File: config.mk
export PLATFORM = sky130hd
export DESIGN_NAME = mult_seq_ctrl
export DESIGN_NICKNAME = d
export VERILOG_FILES = /design/src/rtl/mult_seq_ctrl_pkg.sv /design/src/rtl/mult_seq_ctrl_pp_accum.sv /design/src/rtl/mult_seq_ctrl.sv
export SDC_FILE = /design/constraint.sdc
export NUM_CORES = 1
export LEC_CHECK = 0
export ABC_AREA = 1
export CAP_MARGIN = 10
export CORE_MARGIN = 8
export CORE_UTILIZATION = 29
export DETAILED_ROUTE_END_ITERATION = 7
export PLACE_DENSITY_LB_ADDON = 0.12
export SETUP_SLACK_MARGIN = 0.02
export SKIP_LAST_GASP = 1
export SYNTH_ARGS = -nofsm -noshare
export SYNTH_HDL_FRONTEND = slang
export SYNTH_SLANG_ARGS = --single-unit
File: constraint.sdc
create_clock -name clk -period 10.31 [get_ports clk]
set_input_delay 2.5775 -clock clk [delete_from_list [all_inputs] [get_ports clk]]
set_output_delay 2.5775 -clock clk [all_outputs]
set_load 0.01 [all_outputs]
File: src/rtl/mult_seq_ctrl_pkg.sv
// Shared vector execution definitions: controller states, SEW encodings and
// the partial-product lane-to-shift tables used by the accumulator.
package mult_seq_ctrl_pkg;

  typedef enum logic [1:0] {
    IDLE  = 2'b00,
    PASS0 = 2'b01,
    PASS1 = 2'b10,
    DONE  = 2'b11
  } state_e;

  typedef enum logic [1:0] {
    SEW_8   = 2'b00,
    SEW_16  = 2'b01,
    SEW_32  = 2'b10,
    SEW_ILL = 2'b11
  } sew_e;

  // Byte shift for each lane k. In 16-bit mode k = 4h+2i+j gives 8(i+j) within
  // a 32-bit field. In 32-bit mode k = 4j'+i gives 8(i+j'), with 16*count_0 added.
  localparam logic [7:0][5:0] SHIFT_16 = {6'd16, 6'd8, 6'd8, 6'd0,
                                          6'd16, 6'd8, 6'd8, 6'd0};
  localparam logic [7:0][5:0] SHIFT_32 = {6'd32, 6'd24, 6'd16, 6'd8,
                                          6'd24, 6'd16, 6'd8,  6'd0};

endpackage

File: src/rtl/mult_seq_ctrl_pp_accum.sv
// Combinational shift-and-accumulate network: folds one set of eight 16-bit
// partial products into the 64-bit accumulator according to the element width.
module pp_accum
  import mult_seq_ctrl_pkg::*;
(
  input  logic [127:0] pp_in,
  input  sew_e         sew,
  input  logic         count_0,
  input  logic [63:0]  acc,
  output logic [63:0]  acc_next
);

  logic [31:0] field;
  logic [63:0] sum;
  logic [5:0]  pass_shift;

  // NOTE: every variable driven here gets a default first so no path can
  // leave it unassigned and infer a latch.
  always_comb begin
    acc_next   = acc;
    field      = '0;
    sum        = '0;
    pass_shift = count_0 ? 6'd16 : 6'd0;
    case (sew)
      SEW_8: begin
        for (int k = 0; k < 4; k++)
          acc_next[16*k +: 16] = acc[16*k +: 16] + pp_in[16*k +: 16];
      end
      SEW_16: begin
        for (int h = 0; h < 2; h++) begin
          field = acc[32*h +: 32];
          for (int n = 0; n < 4; n++)
            field = field + (32'(pp_in[16*(4*h+n) +: 16]) << SHIFT_16[4*h+n]);
          acc_next[32*h +: 32] = field;
        end
      end
      SEW_32: begin
        sum = acc;
        for (int k = 0; k < 8; k++)
          sum = sum + (64'(pp_in[16*k +: 16]) << (SHIFT_32[k] + pass_shift));
        acc_next = sum;
      end
      default: acc_next = acc;
    endcase
  end

endmodule

File: src/rtl/mult_seq_ctrl.sv
// Sequencing controller for an external 8-lane byte multiplier array: latches
// operands, steps one or two accumulate passes and holds the result until taken.
module mult_seq_ctrl
  import mult_seq_ctrl_pkg::*;
(
  input  logic          clk,
  input  logic          reset,
  input  logic          in_valid,
  output logic          in_ready,
  input  logic [31:0]   data_in_A,
  input  logic [31:0]   data_in_B,
  input  logic [1:0]    sew_in,
  output logic [31:0]   mul_A,
  output logic [31:0]   mul_B,
  output logic [1:0]    mul_sew,
  output logic          mul_count_0,
  input  logic [127:0]  pp_in,
  output logic          out_valid,
  input  logic          out_ready,
  output logic [63:0]   result,
  output logic          err
);

  state_e      state_q, state_d;
  sew_e        sew_q;
  logic [63:0] acc_q, acc_next;
  logic        err_q;
  logic        accept;

  assign accept = in_valid && in_ready;

  // NOTE: sequential state uses non-blocking assignments so every flop samples
  // pre-edge values regardless of statement order.
  always_ff @(posedge clk or negedge reset) begin
    if (!reset) state_q <= IDLE;
    else        state_q <= state_d;
  end

  always_comb begin
    state_d = state_q;
    case (state_q)
      IDLE:    if (accept) state_d = (sew_e'(sew_in) == SEW_ILL) ? DONE : PASS0;
      PASS0:   state_d = (sew_q == SEW_32) ? PASS1 : DONE;
      PASS1:   state_d = DONE;
      DONE:    if (out_ready) state_d = IDLE;
      default: state_d = IDLE;
    endcase
  end

  always_ff @(posedge clk or negedge reset) begin
    if (!reset) begin
      mul_A       <= '0;
      mul_B       <= '0;
      sew_q       <= SEW_8;
      mul_count_0 <= 1'b0;
      acc_q       <= '0;
      err_q       <= 1'b0;
    end else begin
      case (state_q)
        IDLE: if (accept) begin
          mul_A       <= data_in_A;
          mul_B       <= data_in_B;
          sew_q       <= sew_e'(sew_in);
          mul_count_0 <= 1'b0;
          acc_q       <= '0;
          err_q       <= (sew_e'(sew_in) == SEW_ILL);
        end
        PASS0: begin
          acc_q <= acc_next;
          if (sew_q == SEW_32) mul_count_0 <= 1'b1;
        end
        PASS1: begin
          acc_q       <= acc_next;
          mul_count_0 <= 1'b0;
        end
        default: ;
      endcase
    end
  end

  pp_accum u_pp_accum (
    .pp_in    (pp_in),
    .sew      (sew_q),
    .count_0  (mul_count_0),
    .acc      (acc_q),
    .acc_next (acc_next)
  );

  // Ready is gated by reset so it reads low for the whole reset assertion.
  assign in_ready  = reset && (state_q == IDLE);
  assign out_valid = (state_q == DONE);
  assign result    = acc_q;
  assign err       = err_q && (state_q == DONE);
  assign mul_sew   = sew_q;

endmodule

==> results.toml <==
[setup_path]
worstSetupEndpointType = "flop"
crit_path_max_fanout = 5
worstSetupPathType = "input pin to flop"
crit_required_ps = 10710
cp.arrival_ps = 8320
startpoint_type = "input pin"

[route]
drtAntennaViolNets = 0
firstDrtPassIters = 5
via_count = 31400
routedWlPerCell_um = 23.4
drt_iter0_drc = 2433
avgViaCountPerCell = 4.82
wl_um = 153000
drc = 0

[synthesis]
yosys-top-cells-count = "nand2_1 (1378), inv_1 (1094), fa_1 (357)"
ys_ff_latch = 134
synth_most_common_cell = "nand2_1"
ys_top_cells_by_area = "fa_1 (23%), nand2_1 (17%), ha_1 (14%), inv_1 (13%), dfrtp_1 (11%)"
avgSynthCellArea_um2 = 6.64
ys.flop_type = "dfrtp_1"
netlist_instances = 4711
synth.top_cell.area_share_pct = 22.9
ys_async_sr_fraction_pct = 100
yosys_warnings = 0
synth_edf_count = 0
post_synth_instance_area_mm2 = 0.0313
seq_area_frac_synth_pct = 10.7
synth_cell_types = 47
synth_top_cell_by_area = "fa_1"

[floorplanning]
start_util_pct = 29.2
die_height_um = 344
ios = 332
die_w_um = 344
num_rows = 120
die-area_mm2 = 0.119
core-area_mm2 = 0.107

[timing]
max_freq_mhz = 126
hold_ws_ps = 480
drv_slew = 0
fin_skew_ps = 22.3
slew_headroom_pct = 21.6
tightest_slew_ps = 1180
post-route-period-util_pct = 76.8
hold_viol = 0
finalSetupViolCount = 0
rsz0062_at_grt = "no"
final.setup.tns_ps = 0
layout_min_cycle_time_ps = 7920

[layout]
drive_above_1_share_pct = 2.27
fin_util_pct = 34.7
fin_nets = 6008
syn2layout_area_growth_pct = 19.0
fin_area_mm2 = 0.0372

[clock_tree]
cts_resized = 0
clkTransAtPathRegs_ps = 80
cts_hold_buffers = 0
root_buffer = "clkbuf_16"
cts_tree = "done"
cts_setup_buffers = 0
numCtsBuffers = 17
htreeDepth = 4
clk_latency_ps = 510
cts.sinks = 134
cts_max_path_buffers = 2

[flow_run]
cap_viol_max_count = 0

[global_routing]
grt_pass1_vias = 31600
grt_pass1_wl_um = 218000
grt-ovfl-total = 0
antenna_found_initial = 10
grtUsageTotal_pct = 25.5
grt_max_degree = 177

[run_status]
status = "finished clean"

[place]
routabilityCongestion = 0.974
hpwl_um = 131000
io_buffers = 331
dpl_cell_area_mm2 = 0.0365

[worst_hold_path]
hp-class = "flop to flop"
## cell families after synthesis
kind of cell               synth area share, %
other                                   0.0240
and+or+nand+nor                           27.7
DFF                                       10.7
adders and majority gates                 37.1
AOI/OAI and AO/OA                         8.80
buffers and inverters                     14.6
xor gates and xnor gates                  1.09
## worst max-delay path, cell delays in order
cell and delay [ps]:
clkdlybuf4s50_1 680, inv_1 180, nor2_1 180, fa_1 470, fa_1 540, fa_1 500, inv_1 50, fa_1 470
inv_1 40, ha_1 320, nand2_1 140, inv_1 50, a21oi_1 330, nand3_1 380, nand2_1 160, nand3_1 240
o21ai_0 730, nand3_1 140, nand2_1 90, nand2_1 40
## state kept, by name, indices dropped and copies added, names as in the netlist
signal       count
mul_count_0      1
err_q            1
mul_B           32
mul_A           32
result          64
state_q          2
mul_sew          2
## per-stage QoR
stage / worst slack, ps / instances
2_1_floorplan: 3960 / 4817
3_3_place_gp: 1940 / 6482
3_5_place_dp: 1990 / 6482
4_1_cts: 2540 / 6514
5_1_grt: 2070 / 6514
6_report: 2390 / 6521
## cell type report
class,count,area [um2]
Clock inverter,14,210
Inverter,1110,4170
Timing Repair Buffer,353,3490
Multi-Input combinational cell,3482,23800
Clock buffer,18,429
Sequential cell,134,3360
Fill cell,12000,69900
Antenna cell,7,17.5
Tap cell,1403,1760
## path summary, 6_finish.rpt
kind                       depth (start not counted)         from  slack, ps           to
max                                               20    pp_in[19]       2390   result[28]
min                                                2    mul_A[31]        480    mul_A[31]
max reg2reg                                       21  mul_count_0       3620   result[28]
min reg2reg                                        2    mul_A[31]        480    mul_A[31]
max in group asynchronous                          2        reset       6910  mul_count_0
min in group asynchronous                          1        reset       2000    mul_A[31]
## routing by layer
layer / vias up / wire [um] / part of all wire [%] / GRT usage, %
li1: 15100 / - / - / -
met1: 15000 / 70400 / 46 / 35.6
met2: 1162 / 65000 / 43 / 39.0
met3: 177 / 12500 / 8.2 / 5.81
met4: 2 / 4950 / 3.2 / 7.95
met5: - / 13 / 0.0085 / 0
## cells in the final DEF, fill, tap and decap left out, drive strengths merged, types with 15 or more instances in the layout
cell type / synthesis / layout
nor3: 37 / 37
inv: 1109 / 1116
nand4: 41 / 41
ha: 355 / 355
clkdlybuf4s50: 0 / 330
nor2: 321 / 321
clkbuf: 77 / 18
a21oi: 241 / 241
o21ai: 182 / 182
o21bai: 22 / 22
conb: 2 / 108
a21o: 15 / 15
buf: 14 / 23
nand3: 291 / 291
nand3b: 16 / 16
fa: 357 / 357
dfrtp: 134 / 134
xor2: 27 / 27
nand2: 1379 / 1379
or2: 26 / 26
Power is not shown: default switching activity piles up to over one toggle a cycle in this logic, so the estimate is an artifact.
